$ cat config.mk
export PLATFORM = sky130hd
export DESIGN_NAME = fwd_hazard_scoreboard
export DESIGN_NICKNAME = d
export VERILOG_FILES = /design/src/rtl/fwd_hazard_scoreboard.sv
export SDC_FILE = /design/constraint.sdc
export NUM_CORES = 1
export LEC_CHECK = 0
export CORE_UTILIZATION = 55
export CTS_BUF_LIST = sky130_fd_sc_hd__clkbuf_8
export CTS_CLUSTER_DIAMETER = 40
export DETAILED_ROUTE_END_ITERATION = 8
export HOLD_SLACK_MARGIN = 0.05
export PLACE_DENSITY = 0.87
export SYNTH_ARGS = -nofsm -noshare
export SYNTH_HDL_FRONTEND = slang
export SYNTH_SLANG_ARGS = --single-unit
$ cat constraint.sdc
create_clock -name iCLK -period 3.8 [get_ports iCLK]
set_input_delay 0.76 -clock iCLK [delete_from_list [all_inputs] [get_ports iCLK]]
set_output_delay 0.76 -clock iCLK [all_outputs]
set_load 0.02 [all_outputs]
$ cat src/rtl/fwd_hazard_scoreboard.sv
// Register scoreboard for NUNITS multi-cycle units: issue stalls (RAW/WAW/structural),
// writeback strobes and completing-unit forward selects. Optional macro: SCOREBOARD_FWD_EN.
module fwd_hazard_scoreboard #(
    parameter int NREGS  = 32,
    parameter int NUNITS = 2,
    parameter int UNIT_W = 1,
    parameter int LAT_W  = 5,
    parameter int RIDX_W = 5
) (
    input  logic                       iCLK,
    input  logic                       iRST,
    input  logic                       iIssueValid,
    input  logic [UNIT_W-1:0]          iIssueUnit,
    input  logic [LAT_W-1:0]           iIssueLat,
    input  logic                       iIssueRdWr,
    input  logic [RIDX_W-1:0]          iIssueRd,
    input  logic                       iUseRs1,
    input  logic                       iUseRs2,
    input  logic [RIDX_W-1:0]          iRs1,
    input  logic [RIDX_W-1:0]          iRs2,
    input  logic                       iFlush,
    output logic                       oStall,
    output logic                       oIssueAccept,
    output logic [NUNITS-1:0]          oWbValid,
    output logic [NUNITS*RIDX_W-1:0]   oWbRd,
    output logic                       oFwdRs1Valid,
    output logic [UNIT_W-1:0]          oFwdRs1Unit,
    output logic                       oFwdRs2Valid,
    output logic [UNIT_W-1:0]          oFwdRs2Unit
);

    logic [LAT_W-1:0]  cnt_r [NUNITS];
    logic [RIDX_W-1:0] rd_r  [NUNITS];
    logic [NUNITS-1:0] wr_r;
    logic [NREGS-1:0]  pend_r;
    logic [UNIT_W-1:0] own_r [NREGS];

    logic [NUNITS-1:0] done_s;
    logic [NREGS-1:0]  clr_mask_s, set_mask_s, pend_nxt_s;
    logic [LAT_W-1:0]  lat_eff_s;
    logic              comp_rd_s, waw_s, struct_s, raw1_s, raw2_s, stall_s, accept_s;
    logic              fwd1_s, fwd2_s;
    logic              rs1_nz_s, rs2_nz_s;

    // A register is completing when its owning unit is in its writeback cycle.
    function automatic logic completing_f(input logic pend, input logic [UNIT_W-1:0] own,
                                          input logic [NUNITS-1:0] done);
        logic hit;
        hit = 1'b0;
        for (int u = 0; u < NUNITS; u++) begin
            if (own == UNIT_W'(u)) hit = done[u];
            else hit = hit;
        end
        return pend & hit;
    endfunction

    // Hazard detection, issue acceptance and next pending-register state.
    always_comb begin
        for (int u = 0; u < NUNITS; u++) done_s[u] = (cnt_r[u] == LAT_W'(1));
        rs1_nz_s  = (iRs1 != {RIDX_W{1'b0}});
        rs2_nz_s  = (iRs2 != {RIDX_W{1'b0}});
        comp_rd_s = completing_f(pend_r[iIssueRd], own_r[iIssueRd], done_s);
        waw_s     = iIssueRdWr & (iIssueRd != {RIDX_W{1'b0}}) & pend_r[iIssueRd] & ~comp_rd_s;
        struct_s  = 1'b0;
        for (int u = 0; u < NUNITS; u++) begin
            if (iIssueUnit == UNIT_W'(u)) struct_s = (cnt_r[u] > LAT_W'(1));
            else struct_s = struct_s;
        end
`ifdef SCOREBOARD_FWD_EN
        fwd1_s = iUseRs1 & rs1_nz_s & completing_f(pend_r[iRs1], own_r[iRs1], done_s);
        fwd2_s = iUseRs2 & rs2_nz_s & completing_f(pend_r[iRs2], own_r[iRs2], done_s);
`else
        fwd1_s = 1'b0;
        fwd2_s = 1'b0;
`endif
        raw1_s    = iUseRs1 & rs1_nz_s & pend_r[iRs1] & ~fwd1_s;
        raw2_s    = iUseRs2 & rs2_nz_s & pend_r[iRs2] & ~fwd2_s;
        stall_s   = raw1_s | raw2_s | (iIssueValid & (waw_s | struct_s));
        accept_s  = iIssueValid & ~stall_s & ~iFlush;
        lat_eff_s = (iIssueLat == {LAT_W{1'b0}}) ? LAT_W'(1) : iIssueLat;

        // Writeback clears only when the unit still owns the register; a same-cycle set wins.
        clr_mask_s = {NREGS{1'b0}};
        for (int u = 0; u < NUNITS; u++) begin
            clr_mask_s[rd_r[u]] = clr_mask_s[rd_r[u]] |
                                  (done_s[u] & wr_r[u] & (own_r[rd_r[u]] == UNIT_W'(u)));
        end
        set_mask_s           = {NREGS{1'b0}};
        set_mask_s[iIssueRd] = accept_s & iIssueRdWr;
        pend_nxt_s           = iFlush ? {NREGS{1'b0}} : ((pend_r & ~clr_mask_s) | set_mask_s);
        pend_nxt_s[0]        = 1'b0;
    end

    // Output drive; everything reads as zero while reset is asserted.
    always_comb begin
        oStall       = stall_s & ~iRST;
        oIssueAccept = accept_s & ~iRST;
        oWbValid     = done_s & {NUNITS{~iFlush & ~iRST}};
        oWbRd        = {(NUNITS*RIDX_W){1'b0}};
        for (int u = 0; u < NUNITS; u++) begin
            oWbRd[u*RIDX_W +: RIDX_W] = iRST ? {RIDX_W{1'b0}} : rd_r[u];
        end
        oFwdRs1Valid = fwd1_s & ~iRST;
        oFwdRs2Valid = fwd2_s & ~iRST;
        oFwdRs1Unit  = oFwdRs1Valid ? own_r[iRs1] : {UNIT_W{1'b0}};
        oFwdRs2Unit  = oFwdRs2Valid ? own_r[iRs2] : {UNIT_W{1'b0}};
    end

    // Unit countdown, destination latch and register ownership.
    always_ff @(posedge iCLK) begin
        if (iRST) begin
            for (int u = 0; u < NUNITS; u++) begin
                cnt_r[u] <= {LAT_W{1'b0}};
                rd_r[u]  <= {RIDX_W{1'b0}};
            end
            wr_r   <= {NUNITS{1'b0}};
            pend_r <= {NREGS{1'b0}};
            for (int r = 0; r < NREGS; r++) own_r[r] <= {UNIT_W{1'b0}};
        end else begin
            for (int u = 0; u < NUNITS; u++) begin
                if (accept_s && (iIssueUnit == UNIT_W'(u))) begin
                    cnt_r[u] <= lat_eff_s;
                    rd_r[u]  <= iIssueRd;
                    wr_r[u]  <= iIssueRdWr;
                end else if (iFlush) begin
                    cnt_r[u] <= {LAT_W{1'b0}};
                end else if (cnt_r[u] != {LAT_W{1'b0}}) begin
                    cnt_r[u] <= cnt_r[u] - LAT_W'(1);
                end
            end
            pend_r <= pend_nxt_s;
            for (int r = 0; r < NREGS; r++) begin
                if (set_mask_s[r]) own_r[r] <= iIssueUnit;
            end
        end
    end

endmodule
[Yosys cells after proc, flatten, opt, wreduce, memory -nomap -nowiden]
Memories as Yosys holds them, arrays and structs flattened.
Index checks and enable logic that the tools add are counted.
Storage, ports and cells
  memories: 4
  bits in writable memories: 52
  ROM bits: 32
  word-level logic and storage cells: 292
  output and inout port bits: 18
  bits in registers: 34
Memories
  (name not given): depth 32, width 1, read ports 1, clocked after memory_dff 0, wr ports 0, RTL line 85  | clr_mask_s[rd_r[u]] = clr_mask_s[rd_r[u]] |
  own_r: depth 32, width 1, read ports 3, clocked after memory_dff 0, wr ports 32, RTL line 36  | logic [UNIT_W-1:0] own_r [NREGS];
  cnt_r: depth 2, width 5, read ports 2, clocked after memory_dff 0, wr ports 2, RTL line 32  | logic [LAT_W-1:0] cnt_r [NUNITS];
  rd_r: depth 2, width 5, read ports 2, clocked after memory_dff 0, wr ports 2, RTL line 33  | logic [RIDX_W-1:0] rd_r [NUNITS];
Cells by class
  bitwise logic cells: 76
  add/sub/neg operators: 2
  order comparisons: 10
  reduce and logical (&&, ||, !) cells: 12
  multiplexer cells: 182
  equality and inequality tests: 2
Operators with widths (number)
  $mux W1: 163
  $and A32 B32 Y32: 3
  $mux W5: 11
  $or A1 B1 Y1: 45
  $bwmux W32: 1
  $not A32 Y32: 1
  $or A32 B32 Y32: 1
  $lt A5 B6 Y1 const B: 5
  $reduce_bool A5 Y1: 5
  $bmux W1 S5: 4
  $and A1 B1 Y1: 19
  $demux W1 S5: 3
  $ge A5 B1 Y1 const B: 3
  $eq A5 B1 Y1 const B: 2
  $gt A5 B1 Y1 const B: 2
  $sub A5 B1 Y5 const B: 2
  $not A1 Y1: 6
  $logic_and A1 B1 Y1: 5
  $logic_not A5 Y1: 1
  $and A2 B2 Y2: 1
  $reduce_or A2 Y1: 1

[Longest topological paths before layout]
Gate-level depths: netlist of run 1.
An unclocked memory read counts as a cell.
  word-level depth: 19
  mapped depth: 13
  mapped depth without buffers: 9

[Worst setup path after synthesis of run 1]
Ideal clock, no wire load.
  path type: input port to output port
  start: input iIssueRd[4]
  end: output oStall
  buffers on the path: 3
  setup slack: 0.042 ns
  data required time: 3.040 ns
  stages on the path: 10
  arrival time: 2.998 ns
  path through: buf_2 > or3b_2 > clkbuf_1 > o22ai_1 > nor4_1 > or3_1 > a211oi_2 > buf_2 > nand2_1 > a31oi_1
On the way
  longest elaborated chain between the ends: 9
  elaborated cells on any way between the ends: 14
  classes of those cells: mux: 3; bitwise: 9; reduce/logical: 1; memory: 1
Ends and longest elaborated chain
  from (decl): RTL line 16  | input logic [RIDX_W-1:0] iIssueRd,
  $mem_v2 Z32 W1 / $bmux W1 S5 (equally long branches)
  $mux W1 (on tied branches): RTL line 51, 62, 63
  $and A1 B1 Y1: RTL line 54  | return pend & hit;
  $not A1 Y1: RTL line 63  | waw_s = iIssueRdWr & (iIssueRd != {RIDX_W{1'b0}}) & pend_r[iIssueRd] & ~comp_rd_s;
  $and A1 B1 Y1 *: RTL line 63
  $or A1 B1 Y1 *: RTL line 78  | stall_s = raw1_s | raw2_s | (iIssueValid & (waw_s | struct_s));
  $and A1 B1 Y1 *: RTL line 78
  $or A1 B1 Y1 *: RTL line 78
  $and A1 B1 Y1 *: RTL line 96  | oStall = stall_s & ~iRST;
  to (decl): RTL line 22  | output logic oStall,
Every way passes the cells marked *; elsewhere a longest branch is shown, timed or not. The select of a mux whose other input is x is not followed.

==> summary.txt, run 1 <==
Layout
  – Fraction of layout cells with a size suffix above 1: 0.227
  – Register area: 2220 um2
  – Number of diodes: 0
  – # fillers: 890
  – Final Non-Filler Cells: 880
  – Final nets: 766
  – Util after Layout: 0.662
  – Area growth from synthesis to layout: 17.7%
  – Post-Layout Inst Area: 7560 um2
  – Area of the multi-input gates: 3830 um2

Place
  – Placed Cells: 865
  – Dpl hpwl: 15500 um
  – Buffers on Ports: 41
  – Cell Area, Placed: 7300 um2
  – Routability Congestion: 0.983

Floorplan
  – Die X: 110 um
  – Die area: 12100 um2
  – Number of cell rows: 39
  – Core area: 11400 um2
  – Ports: 46
  – Starting density of the core: 0.562
  – DIE HEIGHT: 110 um

Route
  – Starting DRT DRC Count: 653
  – DR pass1 iterations: 6
  – Vias: 6202
  – Routed wire length: 20800 um
  – Residual DRC: 0
  – Wire per inst: 23.7 um
  – Vias/cell: 7.05
  – Detail Route Antenna Nets: 0

Yosys
  – Largest family of logic cells by synthesized area: compound AO/OA/AOI/OAI gates
  – Synth Area in Adders: 0.0117
  – Cells after Synth: 665
  – Synthesis-stage register bit count: 85
  – Mean Syn Cell Area: 9.66 um2
  – Synth cell types: 59
  – Synth Area in Simple Gates: 0.185
  – Post-synth EDFFs: 52
  – Asr flop ratio synth: 0
  – Mux contribution to synthesized area: 0.176
  – YS warnings: 0
  – Synthesized area: 6420 um2
  – Dominant synthesized flop cell: edfxtp_1
  – Sequential fraction of the synthesis area: 0.346
  – Synth Area in XOR/XNOR: 0.0150
  – Compound-gate portion of the synthesized area: 0.198

Global routing
  – Vias in the first global route: 6039
  – GRT Residual Overflow: 0
  – Largest net degree at the start of global routing: 41
  – Global-route usage over all layers: 0.361
  – Initial antenna violation count: 0
  – Global-route wire length before repair: 32200 um

Critical path
  – CP Data Arrival Time: 3.81 ns
  – Endpoint kind of the worst setup timing path: flop
  – WP data required: 3.90 ns
  – Startpoint Class: primary input
  – CP Class: in -> reg
  – Worst-path maximum fanout: 10

Worst hold path
  – Worst Hold Class: reg -> reg

Clock network
  – Root Buffer: clkbuf_8
  – CTS buffer count: 9
  – H-tree Lvls: 3
  – # clock sinks: 85
  – TritonCTS clock tree: done
  – # hold bufs at CTS: 0
  – Clock buffer depth: 2
  – Clk pin slew, worst setup/hold paths: 0.08 ns
  – Clk Latency, worst-skew pair: 0.39 ns

Power and ir drop
  – Sw power: 965 uW
  – Comb power frac: 0.341
  – Pwr dens: 373 nW/um2
  – Leak: 0.00269 uW
  – Clock power share: 0.249
  – Switching portion of total power: 0.342
  – Peak supply drop: 0.000397 V
  – Part of the power in registers: 0.411
  – Internal power: 1860 uW

Timing
  – Fin crit share: 0.978
  – Actual slew at the worst max-slew pin: 0.742 ns
  – Min Clock Period, post-route: 3.72 ns
  – Final hold viol count: 0
  – RSZ-0062 raised after global routing: no
  – Final Skew: 0.0114 ns
  – Slew Limit Fails: 0
  – Setup Viol. Count Final: 0
  – Slew HR: 0.505
  – Achievable frequency: 269 MHz

Run status
  – Status: finished, final reports clean

Flow run
  – Max_cap viols: 0
## worst paths after layout
kind / from / end / slack [ns] / cells after the start
setup / recovery: iIssueRd[3] / own_r[27]$_DFFE_PP_ / 0.08 / 13
hold / removal: wr_r[0]$_SDFFE_PP0P_ / wr_r[0]$_SDFFE_PP0P_ / 0.49 / 2
setup reg to reg: own_r[30]$_DFFE_PP_ / own_r[27]$_DFFE_PP_ / 0.32 / 11
hold reg to reg: wr_r[0]$_SDFFE_PP0P_ / wr_r[0]$_SDFFE_PP0P_ / 0.49 / 2
## stage by stage
step | setup slack (ns) | total power [uW] | setup TNS [ns] | hold WS (ns)
CTS | 0.0293 | 2780 | 0 | 0.486
finish | 0.0836 | 2820 | 0 | 0.492
floorplan | 0.0424 | 1740 | 0 | 0.449
global placement | -0.629 | 2050 | -22.62 | 0.464
global route | 0.00508 | 2930 | 0 | 0.518
detailed placement | -0.685 | 2090 | -32.78 | 0.470
## kinds of logic (layout without fill, tap and decap cells)
family	Yosys count	in the layout
AOI/OAI and AO/OA	171	171
xor gates and xnor gates	11	11
adders and majority gates	6	6
buffers and inverters	93	162
DFF	85	85
muxes	71	71
other	1	4
and+or+nand+nor	227	227
## cell usage in the layout, fill, tap and decap left out, types with 6 or more instances in the layout
cell type,synthesis,layout
ha_1,6,6
nor4_1,7,7
nor2_1,52,51
and2_1,8,8
xor2_1,6,6
edfxtp_1,52,52
o21ai_0,23,20
or2_2,11,11
nand3_1,17,16
o311ai_0,14,14
o21bai_1,32,31
a21oi_1,6,6
nor3_1,34,33
nor2b_1,12,12
clkdlybuf4s50_1,0,30
o31ai_1,18,18
nand2_1,34,34
clkbuf_8,0,9
mux4_2,33,33
dfxtp_1,33,33
inv_1,21,22
buf_4,7,80
o22ai_1,26,25
nand3b_1,11,11
nand2b_1,13,12
o311a_1,15,15
mux2i_1,34,34
## power groups by stage
stage	sequential [uW]	clock [uW]	combinational, uW
CTS	1150	693	933
global route	1170	735	1020
floorplan	1130	0	615
global placement	1170	0	878
detailed placement	1170	0	917
finish	1160	701	962
## worst max-delay path, stage by stage
cell and delay (ns):
dlygate4sd2_1 0.29, buf_4 0.17, or3_4 0.39, o31ai_1 0.31, nor3_1 0.10, a21oi_1 0.18, a211oi_2 0.11, buf_4 0.15
buf_4 0.16, or3_4 0.41, or4_4 0.44, buf_6 0.17, o21bai_1 0.16
## what timing repair did
action	in CTS	in global routing
setup endpoints to repair	44	44
endpoints found under the hold margin	0	0
pin swaps	4	6
setup buffers	1	0
gates resized for setup	23	19
## layout make-up
cell class,instances,area share
Tap cell,143,0.0237
Multi-Input combinational cell,490,0.507
Sequential cell,85,0.294
Timing Repair Buffer,125,0.138
Clock buffer,9,0.0164
Clock inverter,7,0.0108
Inverter,21,0.0104
## layer usage
layer  part of all wire  routed length (um)  track usage
met1               0.38                7880        0.449
met2               0.46                9530        0.568
met3               0.12                2400       0.0976
met4              0.049                1020        0.201
met5                  0                   0            0
## state kept, by name, summed over array words and instances (netlist names)
name,count
cnt_r,10
wr_r,2
pend_r,31
rd_r,10
own_r,32
## synthesized netlist by cell type (all sizes together) (23+ instances only)
| cell | n | area, um2 |
|---|---|---|
| nor3 | 34 | 170 |
| o21ai | 23 | 115 |
| nor2 | 52 | 195 |
| o21bai | 32 | 240 |
| mux2i | 34 | 340 |
| clkbuf | 40 | 150 |
| edfxtp | 52 | 1560 |
| dfxtp | 33 | 661 |
| nand2 | 34 | 128 |
| mux4 | 33 | 743 |
| buf | 32 | 205 |
| o22ai | 26 | 163 |
No activity file was read; power rests on OpenSTA's default activity.
==> run 2: changes to the inputs <==
CELL_PAD_IN_SITES_DETAIL_PLACEMENT = 1   (was not set)
CELL_PAD_IN_SITES_GLOBAL_PLACEMENT = 1   (was not set)
CORE_UTILIZATION = 48   (was 55)
PLACE_DENSITY = 0.95   (was 0.87)
==> summary.txt, run 2 (synthesized netlist as in run 1, its figures left out) <==
Run status
  – Status: finished, violations left
  – Failing checks: negative setup slack

Layout
  – Util after Layout: 0.603
  – Final Non-Filler Cells: 919
  – Area growth from synthesis to layout: 20.4%
  – Post-Layout Inst Area: 7730 um2
  – Fraction of layout cells with a size suffix above 1: 0.267
  – Max reg flops: 32
  – Final nets: 775
  – Largest registers: own_r: 32 flops, pend_r: 31 flops
  – Commonest non-fill, non-tap cell in the layout: buf_4
  – Commonest non-fill, non-tap cells in the layout: buf_4 (91), edfxtp_1 (52), nor2_1 (51)
  – Biggest register: own_r

Power and ir drop
  – Pwr dens: 375 nW/um2
  – Peak supply drop: 0.000232 V
  – Leak: 0.00274 uW

Timing
  – Final hold viol count: 0
  – RSZ-0062 raised after global routing: yes
  – Setup_tns: -0.237 ns
  – Slew HR: 0.181
  – Actual slew at the worst max-slew pin: 1.22 ns
  – Min Clock Period, post-route: 3.90 ns
  – Setup Viol. Count Final: 11
  – Fin crit share: 1.03
  – Final Skew: 0.0125 ns
  – Achievable frequency: 256 MHz
  – Worst Setup Slack, final: -0.104 ns
  – Slew Limit Fails: 0

Critical path
  – CP startpoint: iIssueRd[4]
  – Startpoint Class: primary input
  – Worst-path maximum fanout: 9
  – WP data required: 3.87 ns
  – CP Data Arrival Time: 3.98 ns
  – Critical R2R Launch: own_r[4]$_SDFFCE_PN0P_
  – Endpoint kind of the worst setup timing path: flop
  – CP Class: in -> reg

Clock network
  – H-tree Lvls: 3
  – Clock buffer depth: 2
  – Root Buffer: clkbuf_8
  – Clk Latency, worst-skew pair: 0.40 ns
  – Clk pin slew, worst setup/hold paths: 0.09 ns
  – TritonCTS clock tree: done
  – CTS buffer count: 9
  – # hold bufs at CTS: 0
  – # clock sinks: 85

Route
  – Starting DRT DRC Count: 873
  – Vias/cell: 7.43
  – Detail Route Antenna Nets: 0
  – Routed wire length: 27800 um
  – Residual DRC: 0
  – Wire per inst: 30.2 um
  – Vias: 6824
  – DR pass1 iterations: 8

Floorplan
  – Die area: 13800 um2
  – DIE HEIGHT: 118 um
  – Die X: 118 um
  – Number of cell rows: 41
  – Core area: 12800 um2
  – Ports: 46
  – Starting density of the core: 0.501

Place
  – Cell Area, Placed: 7370 um2
  – Dpl hpwl: 18800 um
  – Buffers on Ports: 41
  – Placed Cells: 898
  – Routability Congestion: 1.05

Global routing
  – Initial antenna violation count: 2
  – Largest net degree at the start of global routing: 41
  – Global-route usage over all layers: 0.398
  – Global-route wire length before repair: 41600 um
  – Vias in the first global route: 6891
  – GRT Residual Overflow: 0

Flow run
  – Max_cap viols: 0

Worst hold path
  – Worst Hold Class: reg -> reg
  – Hold Startpoint: wr_r[0]$_SDFFE_PP0P_
## run 2: final cells by class
type                       instances  area (um2)
inverter                          21        78.8
fill                            1442        5090
tap                              172         215
sequential                        85        2220
clock buffer                      10         138
clock inverter                     6        31.3
timing repair buffer             134        1090
antenna                            1        2.50
multi-input combinational        490        3950
## run 2: repair_timing
item / in CTS / in global routing
endpoints found under the setup margin: 80 / 68
setup buffers: 3 / 1
resized for setup: 39 / 37
pin swaps: 4 / 7
## run 2: worst paths after layout
kind / end / slack (ns) / depth (start not counted)
hold reg to reg: wr_r[0]$_SDFFE_PP0P_ / 0.50 / 2
setup / recovery: own_r[22]$_DFFE_PP_ / -0.10 / 15
hold / removal: wr_r[0]$_SDFFE_PP0P_ / 0.50 / 2
setup reg to reg: own_r[22]$_DFFE_PP_ / 0.07 / 10
## run 2: per-layer routing
| metal | vias up | share of wire | global-route usage | routed length, um |
|---|---|---|---|---|
| met2 | 612 | 0.45 | 0.629 | 12500 |
| li1 | 2711 | - | - | - |
| met4 | 2 | 0.079 | 0.272 | 2210 |
| met3 | 216 | 0.12 | 0.119 | 3320 |
| met1 | 3283 | 0.35 | 0.464 | 9710 |
| met5 | - | 0.00047 | 0 | 13 |
## run 2: power breakdown
| part | switching, uW | internal (uW) | leakage (uW) |
|---|---|---|---|
| clock network | 353 | 249 | 0.0000950 |
| registers | 112 | 1070 | 0.000806 |
| logic | 653 | 468 | 0.00184 |
| total | 1120 | 1780 | 0.00274 |
## run 2: critical path, stage by stage
cell and delay [ns]:
clkbuf_2 0.12, buf_4 0.15, buf_4 0.16, buf_4 0.16, nand2_1 0.11, o22ai_2 0.12
a222oi_1 0.34, buf_4 0.20, and4_4 0.29, a211oi_4 0.07, buf_4 0.18, or3_4 0.42
or4_4 0.45, buf_6 0.18, o21bai_1 0.25
## run 2: metrics by stage
stage | total power, uW | worst slack, ns | hold slack [ns]
finish | 2900 | -0.104 | 0.500
global placement | 2060 | -0.670 | 0.464
CTS | 2770 | -0.0112 | 0.506
detailed placement | 2150 | -0.829 | 0.490
floorplan | 1740 | 0.0424 | 0.449
global route | 2970 | -0.205 | 0.523
==> run 3: changes to the inputs <==
CELL_PAD_IN_SITES_DETAIL_PLACEMENT = not set   (was 1)
CELL_PAD_IN_SITES_GLOBAL_PLACEMENT = not set   (was 1)
CORE_UTILIZATION = 55   (was 48)
PLACE_DENSITY = 0.87   (was 0.95)
==> results of run 3 <==
The final DEF is identical to that of run 1; final timing and power are the same.
